`src/rtl/final_mss_lite.sv`:
```
// Microcontroller-subsystem stand-in: UART_0 byte commands become APB3 transfers with
// UART replies, plus a UART_1 echo channel, GPO 31, a sampled ADC comparator and the fabric clock/reset.

module final_mss_lite_uart_rx #(
  parameter int CLKS_PER_BIT = 87
) (
  input  logic       clk,
  input  logic       rst,
  input  logic       rxd,
  output logic       valid,
  output logic       frame_err,
  output logic [7:0] data
);
  localparam int CW = $clog2(CLKS_PER_BIT);
  localparam logic [CW-1:0] BIT_LAST  = CW'(CLKS_PER_BIT - 1);
  localparam logic [CW-1:0] HALF_LAST = CW'(CLKS_PER_BIT / 2 - 1);

  typedef enum logic [2:0] {RX_IDLE, RX_START, RX_DATA, RX_STOP, RX_WAIT} rx_state_t;

  rx_state_t       state, state_d;
  logic            rx_meta, rx_sync;
  logic [CW-1:0]   cnt;
  logic [2:0]      bit_idx;
  logic            cnt_clr, sample, valid_d, err_d;

  // NOTE: sequential state uses non-blocking assignments so every flop samples pre-edge values.
  always_ff @(posedge clk) begin
    if (rst) state <= RX_IDLE;
    else     state <= state_d;
  end

  // NOTE: every combinational output gets a default first so no path infers a latch.
  always_comb begin
    state_d = state;
    cnt_clr = 1'b0;
    sample  = 1'b0;
    valid_d = 1'b0;
    err_d   = 1'b0;
    case (state)
      RX_IDLE:  if (!rx_sync) begin state_d = RX_START; cnt_clr = 1'b1; end
      RX_START: if (cnt == HALF_LAST) begin
                  cnt_clr = 1'b1;
                  state_d = rx_sync ? RX_IDLE : RX_DATA;
                end
      RX_DATA:  if (cnt == BIT_LAST) begin
                  cnt_clr = 1'b1;
                  sample  = 1'b1;
                  if (bit_idx == 3'd7) state_d = RX_STOP;
                end
      RX_STOP:  if (cnt == BIT_LAST) begin
                  cnt_clr = 1'b1;
                  if (rx_sync) begin valid_d = 1'b1; state_d = RX_IDLE; end
                  else begin err_d = 1'b1; state_d = RX_WAIT; end
                end
      // A low stop bit must not be mistaken for the next start bit.
      RX_WAIT:  if (rx_sync) state_d = RX_IDLE;
      default:  state_d = RX_IDLE;
    endcase
  end

  always_ff @(posedge clk) begin
    if (rst) begin
      rx_meta   <= 1'b1;
      rx_sync   <= 1'b1;
      cnt       <= '0;
      bit_idx   <= '0;
      data      <= '0;
      valid     <= 1'b0;
      frame_err <= 1'b0;
    end else begin
      rx_meta   <= rxd;
      rx_sync   <= rx_meta;
      valid     <= valid_d;
      frame_err <= err_d;
      cnt       <= cnt_clr ? '0 : cnt + 1'b1;
      if (state == RX_START) bit_idx <= '0;
      if (sample) begin
        data    <= {rx_sync, data[7:1]};
        bit_idx <= bit_idx + 1'b1;
      end
    end
  end
endmodule

module final_mss_lite_uart_tx #(
  parameter int CLKS_PER_BIT = 87
) (
  input  logic       clk,
  input  logic       rst,
  input  logic       start,
  input  logic [7:0] data,
  output logic       ready,
  output logic       busy,
  output logic       txd
);
  localparam int CW = $clog2(CLKS_PER_BIT);
  localparam logic [CW-1:0] BIT_LAST = CW'(CLKS_PER_BIT - 1);

  typedef enum logic {TX_IDLE, TX_BUSY} tx_state_t;

  tx_state_t     state, state_d;
  logic [9:0]    frame;
  logic [3:0]    bit_idx;
  logic [CW-1:0] cnt;
  logic          bit_end, last_bit, load, shift;

  assign bit_end  = (cnt == BIT_LAST);
  assign last_bit = (bit_idx == 4'd9);
  // Ready during the final stop-bit cycle lets the next byte follow with no gap.
  assign ready    = (state == TX_IDLE) || (bit_end && last_bit);
  assign busy     = (state == TX_BUSY);
  assign txd      = busy ? frame[0] : 1'b1;

  always_ff @(posedge clk) begin
    if (rst) state <= TX_IDLE;
    else     state <= state_d;
  end

  always_comb begin
    state_d = state;
    load    = 1'b0;
    shift   = 1'b0;
    case (state)
      TX_IDLE: if (start) begin load = 1'b1; state_d = TX_BUSY; end
      TX_BUSY: if (bit_end) begin
                 if (!last_bit)  shift   = 1'b1;
                 else if (start) load    = 1'b1;
                 else            state_d = TX_IDLE;
               end
      default: state_d = TX_IDLE;
    endcase
  end

  always_ff @(posedge clk) begin
    if (rst) begin
      frame   <= '1;
      bit_idx <= '0;
      cnt     <= '0;
    end else if (load) begin
      frame   <= {1'b1, data, 1'b0};
      bit_idx <= '0;
      cnt     <= '0;
    end else if (shift) begin
      frame   <= {1'b1, frame[9:1]};
      bit_idx <= bit_idx + 1'b1;
      cnt     <= '0;
    end else begin
      cnt     <= cnt + 1'b1;
    end
  end
endmodule

module final_mss_lite #(
  parameter int CLKS_PER_BIT = 87,
  parameter int APB_TIMEOUT  = 256,
  parameter int RESET_HOLD   = 16
) (
  input  logic        SYSCLK,
  input  logic        MSS_RESET,
  input  logic        MSSPREADY,
  input  logic        MSSPSLVERR,
  input  logic [31:0] MSSPRDATA,
  input  logic        UART_0_RXD,
  input  logic        UART_1_RXD,
  input  logic        ADCDirectInput_0,
  input  logic        VAREF1,
  output logic        MSSPSEL,
  output logic        MSSPENABLE,
  output logic        MSSPWRITE,
  output logic        M2F_RESET_N,
  output logic        FAB_CLK,
  output logic        M2F_GPO_31,
  output logic [19:0] MSSPADDR,
  output logic [31:0] MSSPWDATA,
  output logic        UART_0_TXD,
  output logic        UART_1_TXD
);
  localparam logic [7:0] OP_WRITE = 8'h57;
  localparam logic [7:0] OP_READ  = 8'h52;
  localparam logic [7:0] OP_GPO   = 8'h47;
  localparam logic [7:0] OP_ADC   = 8'h41;
  localparam int TW = $clog2(APB_TIMEOUT + 1);
  localparam logic [TW-1:0] T_LAST = TW'(APB_TIMEOUT - 1);
  localparam int HW = $clog2(RESET_HOLD + 1);
  localparam logic [HW-1:0] HOLD = HW'(RESET_HOLD);

  typedef enum logic [2:0] {
    C_IDLE, C_ADDR, C_WDATA, C_GPO, C_SETUP, C_ACCESS, C_RESP
  } cmd_state_t;

  cmd_state_t  state, state_d;
  logic        rx0_valid, rx0_err, rx1_valid, rx1_err;
  logic [7:0]  rx0_data, rx1_data;
  logic        tx0_start, tx0_ready, tx0_busy;
  logic        tx1_start, tx1_ready, tx1_busy;
  logic        is_write, pwrite, gpo;
  logic [1:0]  byte_cnt;
  logic [19:0] addr_sh, paddr;
  logic [23:0] data_sh;
  logic [31:0] pwdata;
  logic [39:0] resp_q;
  logic [2:0]  resp_len;
  logic [TW-1:0] tcnt;
  logic [HW-1:0] hold_cnt;
  logic        adc_meta, adc_sync;
  logic        buf_valid;
  logic [7:0]  buf_data;
  logic        unused_sigs;

  assign unused_sigs = VAREF1 ^ rx1_err ^ tx1_busy;

  assign FAB_CLK     = SYSCLK;
  assign M2F_RESET_N = (hold_cnt == HOLD);
  assign M2F_GPO_31  = gpo;
  assign MSSPSEL     = (state == C_SETUP) || (state == C_ACCESS);
  assign MSSPENABLE  = (state == C_ACCESS);
  assign MSSPWRITE   = pwrite;
  assign MSSPADDR    = paddr;
  assign MSSPWDATA   = pwdata;

  final_mss_lite_uart_rx #(.CLKS_PER_BIT(CLKS_PER_BIT)) u_rx0 (
    .clk(SYSCLK), .rst(MSS_RESET), .rxd(UART_0_RXD),
    .valid(rx0_valid), .frame_err(rx0_err), .data(rx0_data)
  );
  final_mss_lite_uart_tx #(.CLKS_PER_BIT(CLKS_PER_BIT)) u_tx0 (
    .clk(SYSCLK), .rst(MSS_RESET), .start(tx0_start), .data(resp_q[39:32]),
    .ready(tx0_ready), .busy(tx0_busy), .txd(UART_0_TXD)
  );
  final_mss_lite_uart_rx #(.CLKS_PER_BIT(CLKS_PER_BIT)) u_rx1 (
    .clk(SYSCLK), .rst(MSS_RESET), .rxd(UART_1_RXD),
    .valid(rx1_valid), .frame_err(rx1_err), .data(rx1_data)
  );
  final_mss_lite_uart_tx #(.CLKS_PER_BIT(CLKS_PER_BIT)) u_tx1 (
    .clk(SYSCLK), .rst(MSS_RESET), .start(tx1_start), .data(buf_data),
    .ready(tx1_ready), .busy(tx1_busy), .txd(UART_1_TXD)
  );

  always_ff @(posedge SYSCLK) begin
    if (MSS_RESET) state <= C_IDLE;
    else           state <= state_d;
  end

  always_comb begin
    state_d   = state;
    tx0_start = 1'b0;
    case (state)
      C_IDLE:   if (rx0_valid) begin
                  case (rx0_data)
                    OP_WRITE, OP_READ: state_d = C_ADDR;
                    OP_GPO:            state_d = C_GPO;
                    OP_ADC:            state_d = C_RESP;
                    default:           state_d = C_IDLE;
                  endcase
                end
      C_ADDR:   if (rx0_err) state_d = C_IDLE;
                else if (rx0_valid && byte_cnt == 2'd2) state_d = is_write ? C_WDATA : C_SETUP;
      C_WDATA:  if (rx0_err) state_d = C_IDLE;
                else if (rx0_valid && byte_cnt == 2'd3) state_d = C_SETUP;
      C_GPO:    if (rx0_err) state_d = C_IDLE;
                else if (rx0_valid) state_d = C_RESP;
      C_SETUP:  state_d = C_ACCESS;
      C_ACCESS: if (MSSPREADY || tcnt == T_LAST) state_d = C_RESP;
      C_RESP:   if (resp_len != 3'd0) tx0_start = tx0_ready;
                else if (!tx0_busy)   state_d   = C_IDLE;
      default:  state_d = C_IDLE;
    endcase
  end

  always_ff @(posedge SYSCLK) begin
    if (MSS_RESET) begin
      is_write <= 1'b0;
      pwrite   <= 1'b0;
      gpo      <= 1'b0;
      byte_cnt <= '0;
      addr_sh  <= '0;
      data_sh  <= '0;
      paddr    <= '0;
      pwdata   <= '0;
      resp_q   <= '0;
      resp_len <= '0;
      tcnt     <= '0;
    end else begin
      case (state)
        C_IDLE:   if (rx0_valid) begin
                    is_write <= (rx0_data == OP_WRITE);
                    byte_cnt <= '0;
                    if (rx0_data == OP_ADC) begin
                      resp_q   <= {8'h00, 7'b0, adc_sync, 24'h0};
                      resp_len <= 3'd2;
                    end
                  end
        C_ADDR:   if (rx0_valid) begin
                    addr_sh  <= {addr_sh[11:0], rx0_data};
                    byte_cnt <= (byte_cnt == 2'd2) ? 2'd0 : byte_cnt + 2'd1;
                    if (byte_cnt == 2'd2 && !is_write) begin
                      paddr  <= {addr_sh[11:0], rx0_data};
                      pwrite <= 1'b0;
                    end
                  end
        C_WDATA:  if (rx0_valid) begin
                    data_sh  <= {data_sh[15:0], rx0_data};
                    byte_cnt <= byte_cnt + 2'd1;
                    if (byte_cnt == 2'd3) begin
                      paddr  <= addr_sh;
                      pwdata <= {data_sh, rx0_data};
                      pwrite <= 1'b1;
                    end
                  end
        C_GPO:    if (rx0_valid) begin
                    gpo      <= rx0_data[0];
                    resp_q   <= '0;
                    resp_len <= 3'd1;
                  end
        C_SETUP:  tcnt <= '0;
        C_ACCESS: begin
                    tcnt <= tcnt + 1'b1;
                    if (MSSPREADY) begin
                      resp_q   <= {(MSSPSLVERR ? 8'h01 : 8'h00), (is_write ? 32'h0 : MSSPRDATA)};
                      resp_len <= is_write ? 3'd1 : 3'd5;
                    end else if (tcnt == T_LAST) begin
                      resp_q   <= {8'h02, 32'h0};
                      resp_len <= is_write ? 3'd1 : 3'd5;
                    end
                  end
        C_RESP:   if (tx0_start) begin
                    resp_q   <= {resp_q[31:0], 8'h00};
                    resp_len <= resp_len - 3'd1;
                  end
        default:  ;
      endcase
    end
  end

  // Fabric reset and ADC synchronizer.
  always_ff @(posedge SYSCLK) begin
    if (MSS_RESET) begin
      hold_cnt <= '0;
      adc_meta <= 1'b0;
      adc_sync <= 1'b0;
    end else begin
      if (hold_cnt != HOLD) hold_cnt <= hold_cnt + 1'b1;
      adc_meta <= ADCDirectInput_0;
      adc_sync <= adc_meta;
    end
  end

  // Echo channel: one holding byte in front of the transmitter.
  assign tx1_start = buf_valid && tx1_ready;

  always_ff @(posedge SYSCLK) begin
    if (MSS_RESET) begin
      buf_valid <= 1'b0;
      buf_data  <= '0;
    end else begin
      if (tx1_start) buf_valid <= 1'b0;
      if (rx1_valid && (!buf_valid || tx1_start)) begin
        buf_valid <= 1'b1;
        buf_data  <= rx1_data;
      end
    end
  end
endmodule

```
`config.mk`:
```
export PLATFORM = sky130hd
export DESIGN_NAME = final_mss_lite
export DESIGN_NICKNAME = d
export VERILOG_FILES = /design/src/rtl/final_mss_lite.sv
export SDC_FILE = /design/constraint.sdc
export NUM_CORES = 1
export LEC_CHECK = 0
export BUFFER_PORTS_ARGS = -buffer_cell sky130_fd_sc_hd__buf_2
export CAP_MARGIN = 25
export CORE_MARGIN = 2
export CORE_UTILIZATION = 55
export CTS_CLUSTER_SIZE = 20
export DETAILED_ROUTE_END_ITERATION = 7
export PLACE_DENSITY = 0.75
export SLEW_MARGIN = 20
export SYNTH_ARGS = -nofsm -noshare
export SYNTH_HDL_FRONTEND = slang
export SYNTH_SLANG_ARGS = --single-unit
```
`constraint.sdc`:
```
create_clock -name SYSCLK -period 4.42 [get_ports SYSCLK]
set_clock_uncertainty 0.1 [all_clocks]
set_input_delay 0.221 -clock SYSCLK [delete_from_list [all_inputs] [get_ports SYSCLK]]
set_output_delay 0.221 -clock SYSCLK [all_outputs]
set_load 0.03 [all_outputs]
```
# Word-level counts from Yosys, hierarchy flattened
# Cells that the tools add are included.
[word_totals]
reg_bits = 263
in_bits = 40
output_inout_bits = 60
elab_cells = 277
[op_classes]
addsub = 12
eq_ne = 60
mux = 110
bitwise_logic = 6
n_reduce_logical = 49
[op_table]
columns = ["operator", "count"]
rows = [
  ["40-bit 2-to-1 mux", 6],
  ["40-bit case mux with 4 select lines", 1],
  ["3-bit 2-to-1 mux", 36],
  ["20-bit 2-to-1 mux", 4],
  ["20-bit case mux with 2 select lines", 1],
  ["1-bit 2-to-1 mux", 37],
  ["9-bit 2-to-1 mux", 4],
  ["8-bit by 7-bit == test with 1-bit output, second input constant", 4],
  ["32-bit 2-to-1 mux", 1],
  ["2-bit by 1-bit != test with 1-bit output, second input constant", 15],
  ["3-bit case mux with 5 select lines", 2],
  ["7-bit by 1-bit adder with 7-bit output, second input constant", 4],
  ["7-bit == test, second input constant", 4],
  ["3-bit == test, second input constant", 7],
  ["3-bit case mux with 7 select lines", 1],
  ["3-bit by 2-bit == test with 1-bit output, second input constant", 6],
  ["9-bit case mux with 2 select lines", 1],
  ["6-bit AND reduction", 3],
  ["2-bit != test, second input constant", 8],
  ["7-bit by 6-bit == test with 1-bit output, second input constant", 2],
  ["2-bit nonzero test", 7],
  ["2-bit OR reduction", 7],
  ["2-bit 2-to-1 mux", 6],
  ["3-bit case mux with 4 select lines", 1],
  ["31 further kinds", 69],
]

# Depth between registers and ports, before layout
[logic_depth]
depth_word = 10
ltp_mapped = 9
mapped_depth_nobuf = 8

# By module
# From an unflattened synthesis, not the netlist that was laid out.
[unflattened]
hier_cells = 1325
hier_area_um2 = 11892.7
[modules_own_cells]
columns = ["module", "n_inst", "cells_each", "area_each_um2", "seq_area_each_um2"]
rows = [
  ["final_mss_lite", 1, 854, 7517.2, 3443.3],
  ["final_mss_lite_uart_tx (u_tx0)", 1, 122, 1123.6, 420.4],
  ["final_mss_lite_uart_tx (u_tx1)", 1, 122, 1122.3, 420.4],
  ["final_mss_lite_uart_rx (u_rx0)", 1, 118, 1074.8, 500.5],
  ["final_mss_lite_uart_rx (u_rx1)", 1, 109, 1054.8, 500.5],
]

==> summary.md <==
| Metric | Value |
|---|---|
| Routed wire per std cell | `14.44 µm` |
| Count of final setup violators | `0` |
| Yosys reg bits | `263` |
| Largest net degree at the start of global routing | `122` |
| Hold buffer count at CTS | `38` |
| Ys flop type | `dfxtp_1` |
| TritonCTS clock tree | `built` |
| Total power | `4.913 mW` |
| Clock Latency Late Sink | `0.63 ns` |
| Synth cell count leaders | `dfxtp_1, nand2_1, a21oi_1` |
| DR iter-0 viols | `548` |
| HPWL after detailed placement | `14.76 mm` |
| Area of the multi-input gates | `5285 µm²` |
| Unrepaired setup endpoints after global routing | `false` |
| Number of routed nets with antenna violations | `0` |
| WL final | `23.84 mm` |
| Gr usage total | `22.13%` |
| Die Height | `145.7 µm` |
| IO buf count | `98` |
| Fin nets | `1433` |
| Post-cts gate resize count | `0` |
| Synth top area share | `47.71%` |
| Synth unique cells | `70` |
| Mean area per synthesized cell | `8.642 µm²` |
| Critical Path AT | `3.66 ns` |
| Critical Path RT | `4.87 ns` |
| Core area | `19590 µm²` |
| PwrDens | `379.9 nW/µm²` |
| Rows | `51` |
| LEAKAGE | `4.634 nW` |
| Share of layout cells above drive strength 1 | `14.72%` |
| Slowest CP cell | `dfxtp_1` |
| Worst Max-Slew Pin Slew | `0.9441 ns` |
| Clk pin slew, worst setup/hold paths | `0.06 ns` |
| Fin crit share | `72.55%` |
| Total area of sequential cells | `5265 µm²` |
| CP Capture Type | `flip-flop` |
| Drt via density | `5.504` |
| Total Die Area | `21210 µm²` |
| Post-synthesis sequential area ratio | `47.71%` |
| Fillers | `1629` |
| Vias in the first global route | `8431` |
| Initial core utilization | `56.33%` |
| Initial antenna violation count | `0` |
| Kind of critical path | `flip-flop to flip-flop` |
| Status | `finished, final reports clean` |
| Worst rel slew slack | `36.21%` |
| Vias | `9087` |
| Die width | `145.7 µm` |
| Yosys warns | `0` |
| Slowest stage delay, CP | `0.86 ns` |
| Routability cong. | `0.7929` |
| First-pass GRT wire length | `40.15 mm` |
| Setup TNS | `0 ns` |
| Max-slew violations | `0` |
| Worst ir drop on vdd | `0.0004255 V` |
| Hold path cells | `2` |
| Max cap viols | `0` |
| Post-Synthesis Cells | `1277` |
| Syn nets | `1343` |
| I/O pin total | `100` |
| Area Growth Syn to Fin | `17.19%` |
| Fraction of registers with async set/reset | `0%` |
| Upper clock frequency limit | `311.8 MHz` |
| Antenna Diode Count | `0` |
| Core Util, Final | `66.02%` |
| Top cells by area, synth | `dfxtp_1, nand2_1, a21oi_1` |
| Crit-path max FO | `30` |
| Worst r2r path cells | `7` |
| Hold Slack | `0.03613 ns` |
| Total gr overflow | `0` |
| Post-synth EDFFs | `0` |
| Mapped Area | `11040 µm²` |
| Final hold vios | `0` |
| DR pass1 iterations | `6` |
| Critical Path, Cell by Cell | `and3b_1, buf_4, a21oi_1, a221oi_4, buf_4, a21oi_1, a211oi_2` |
| Hold/Removal Path Class | `input port to flip-flop` |
| DRC violation count after routing | `0` |
| Crit path time final | `3.207 ns` |
| Cell taking the most area after synthesis | `dfxtp_1` |
| Post-CTS setup buffers | `0` |
| Critical path launch point type | `flip-flop` |
## where the power goes
group / switching, mW / total [mW] / internal, mW
combinational: 0.0675 / 0.123 / 0.0553
clock: 0.935 / 2.39 / 1.46
sequential: 0.0142 / 2.40 / 2.39
total: 1.02 / 4.91 / 3.90
## placed cells by master (no fill, tap or decap), types with 5 or more instances in the layout
cell type / instances
a21o_1: 5
and3_1: 7
xor2_1: 16
xnor2_1: 17
dfxtp_1: 263
nand2_1: 263
a21oi_1: 158
buf_2: 98
nand4_1: 8
mux2i_1: 33
clkbuf_16: 30
a211oi_1: 30
nand3_1: 27
nor2_1: 103
o21ai_0: 29
mux2_2: 5
nor2b_1: 10
nand3b_1: 6
a22oi_1: 23
clkinv_2: 8
nor3b_1: 7
dlygate4sd3_1: 38
nand2b_1: 13
clkbuf_1: 5
buf_4: 8
a221oi_1: 12
clkbuf_8: 6
inv_1: 22
nor3_1: 16
a211oi_2: 19
ha_1: 26
## logic make-up (layout without fill, tap and decap cells)
group | Yosys count | after routing | share of synthesized area [%]
AOI/OAI and AO/OA | 312 | 312 | 18.42
xor gates and xnor gates | 33 | 33 | 2.619
adders and majority gates | 26 | 26 | 2.948
buffers and inverters | 113 | 222 | 4.558
DFF | 263 | 263 | 47.71
muxes | 38 | 38 | 3.503
and+or+nand+nor | 492 | 492 | 20.24
## worst max-delay path, delay by kind of cell, from the launching register on
kind	cells	cell delay (ns)
AOI/OAI and AO/OA	4	1.21
buffers and inverters	2	0.66
DFF	1	0.86
and+or+nand+nor	1	0.27
## through the flow
| step | worst slack (ns) | instance area, µm² | instances |
|---|---|---|---|
| global route | 0.9624 | 12930 | 1651 |
| floorplan | 1.744 | 11040 | 1277 |
| global placement | 1.299 | 11530 | 1557 |
| detailed placement | 1.270 | 11600 | 1562 |
| finish | 1.213 | 12930 | 1651 |
| CTS | 1.272 | 12930 | 1651 |
## per-layer routing
layer	wire length [µm]	vias to the layer above	global-route usage, %
li1	-	4599	-
met1	10960	4229	29.55
met2	11250	207	36.59
met3	997	52	3.762
met4	633	0	7.451
met5	0	-	0
## area by class of cell
| type | instances | area share [%] |
|---|---|---|
| Sequential cell | 263 | 40.71 |
| Clock inverter | 10 | 0.7740 |
| Multi-Input combinational cell | 901 | 40.87 |
| Clock buffer | 42 | 6.627 |
| Timing Repair Buffer | 148 | 7.817 |
| Tap cell | 265 | 2.564 |
| Inverter | 22 | 0.6385 |
## worst paths after layout
kind	from	endpoint	slack, ns
worst max-delay path	state[1]	resp_q[17]	1.21
worst min-delay path	MSS_RESET	tcnt[6]	0.04
worst max register to register	state[1]	resp_q[17]	1.21
worst min register to register	u_rx0.rx_meta	u_rx0.rx_sync	0.31
## registers in the layout (all words and copies together) (netlist names), 4 cells and up
signal         count
u_tx0.bit_idx      4
MSSPADDR          20
u_tx1.cnt          7
hold_cnt           5
tcnt               9
buf_data           8
data_sh           24
u_rx1.data         8
u_tx0.frame        9
resp_q            40
u_tx0.cnt          7
u_rx0.data         8
u_rx0.cnt          7
MSSPWDATA         32
u_tx1.bit_idx      4
addr_sh           20
u_rx1.cnt          7
u_tx1.frame        9
(Power assumes the default switching activity.)
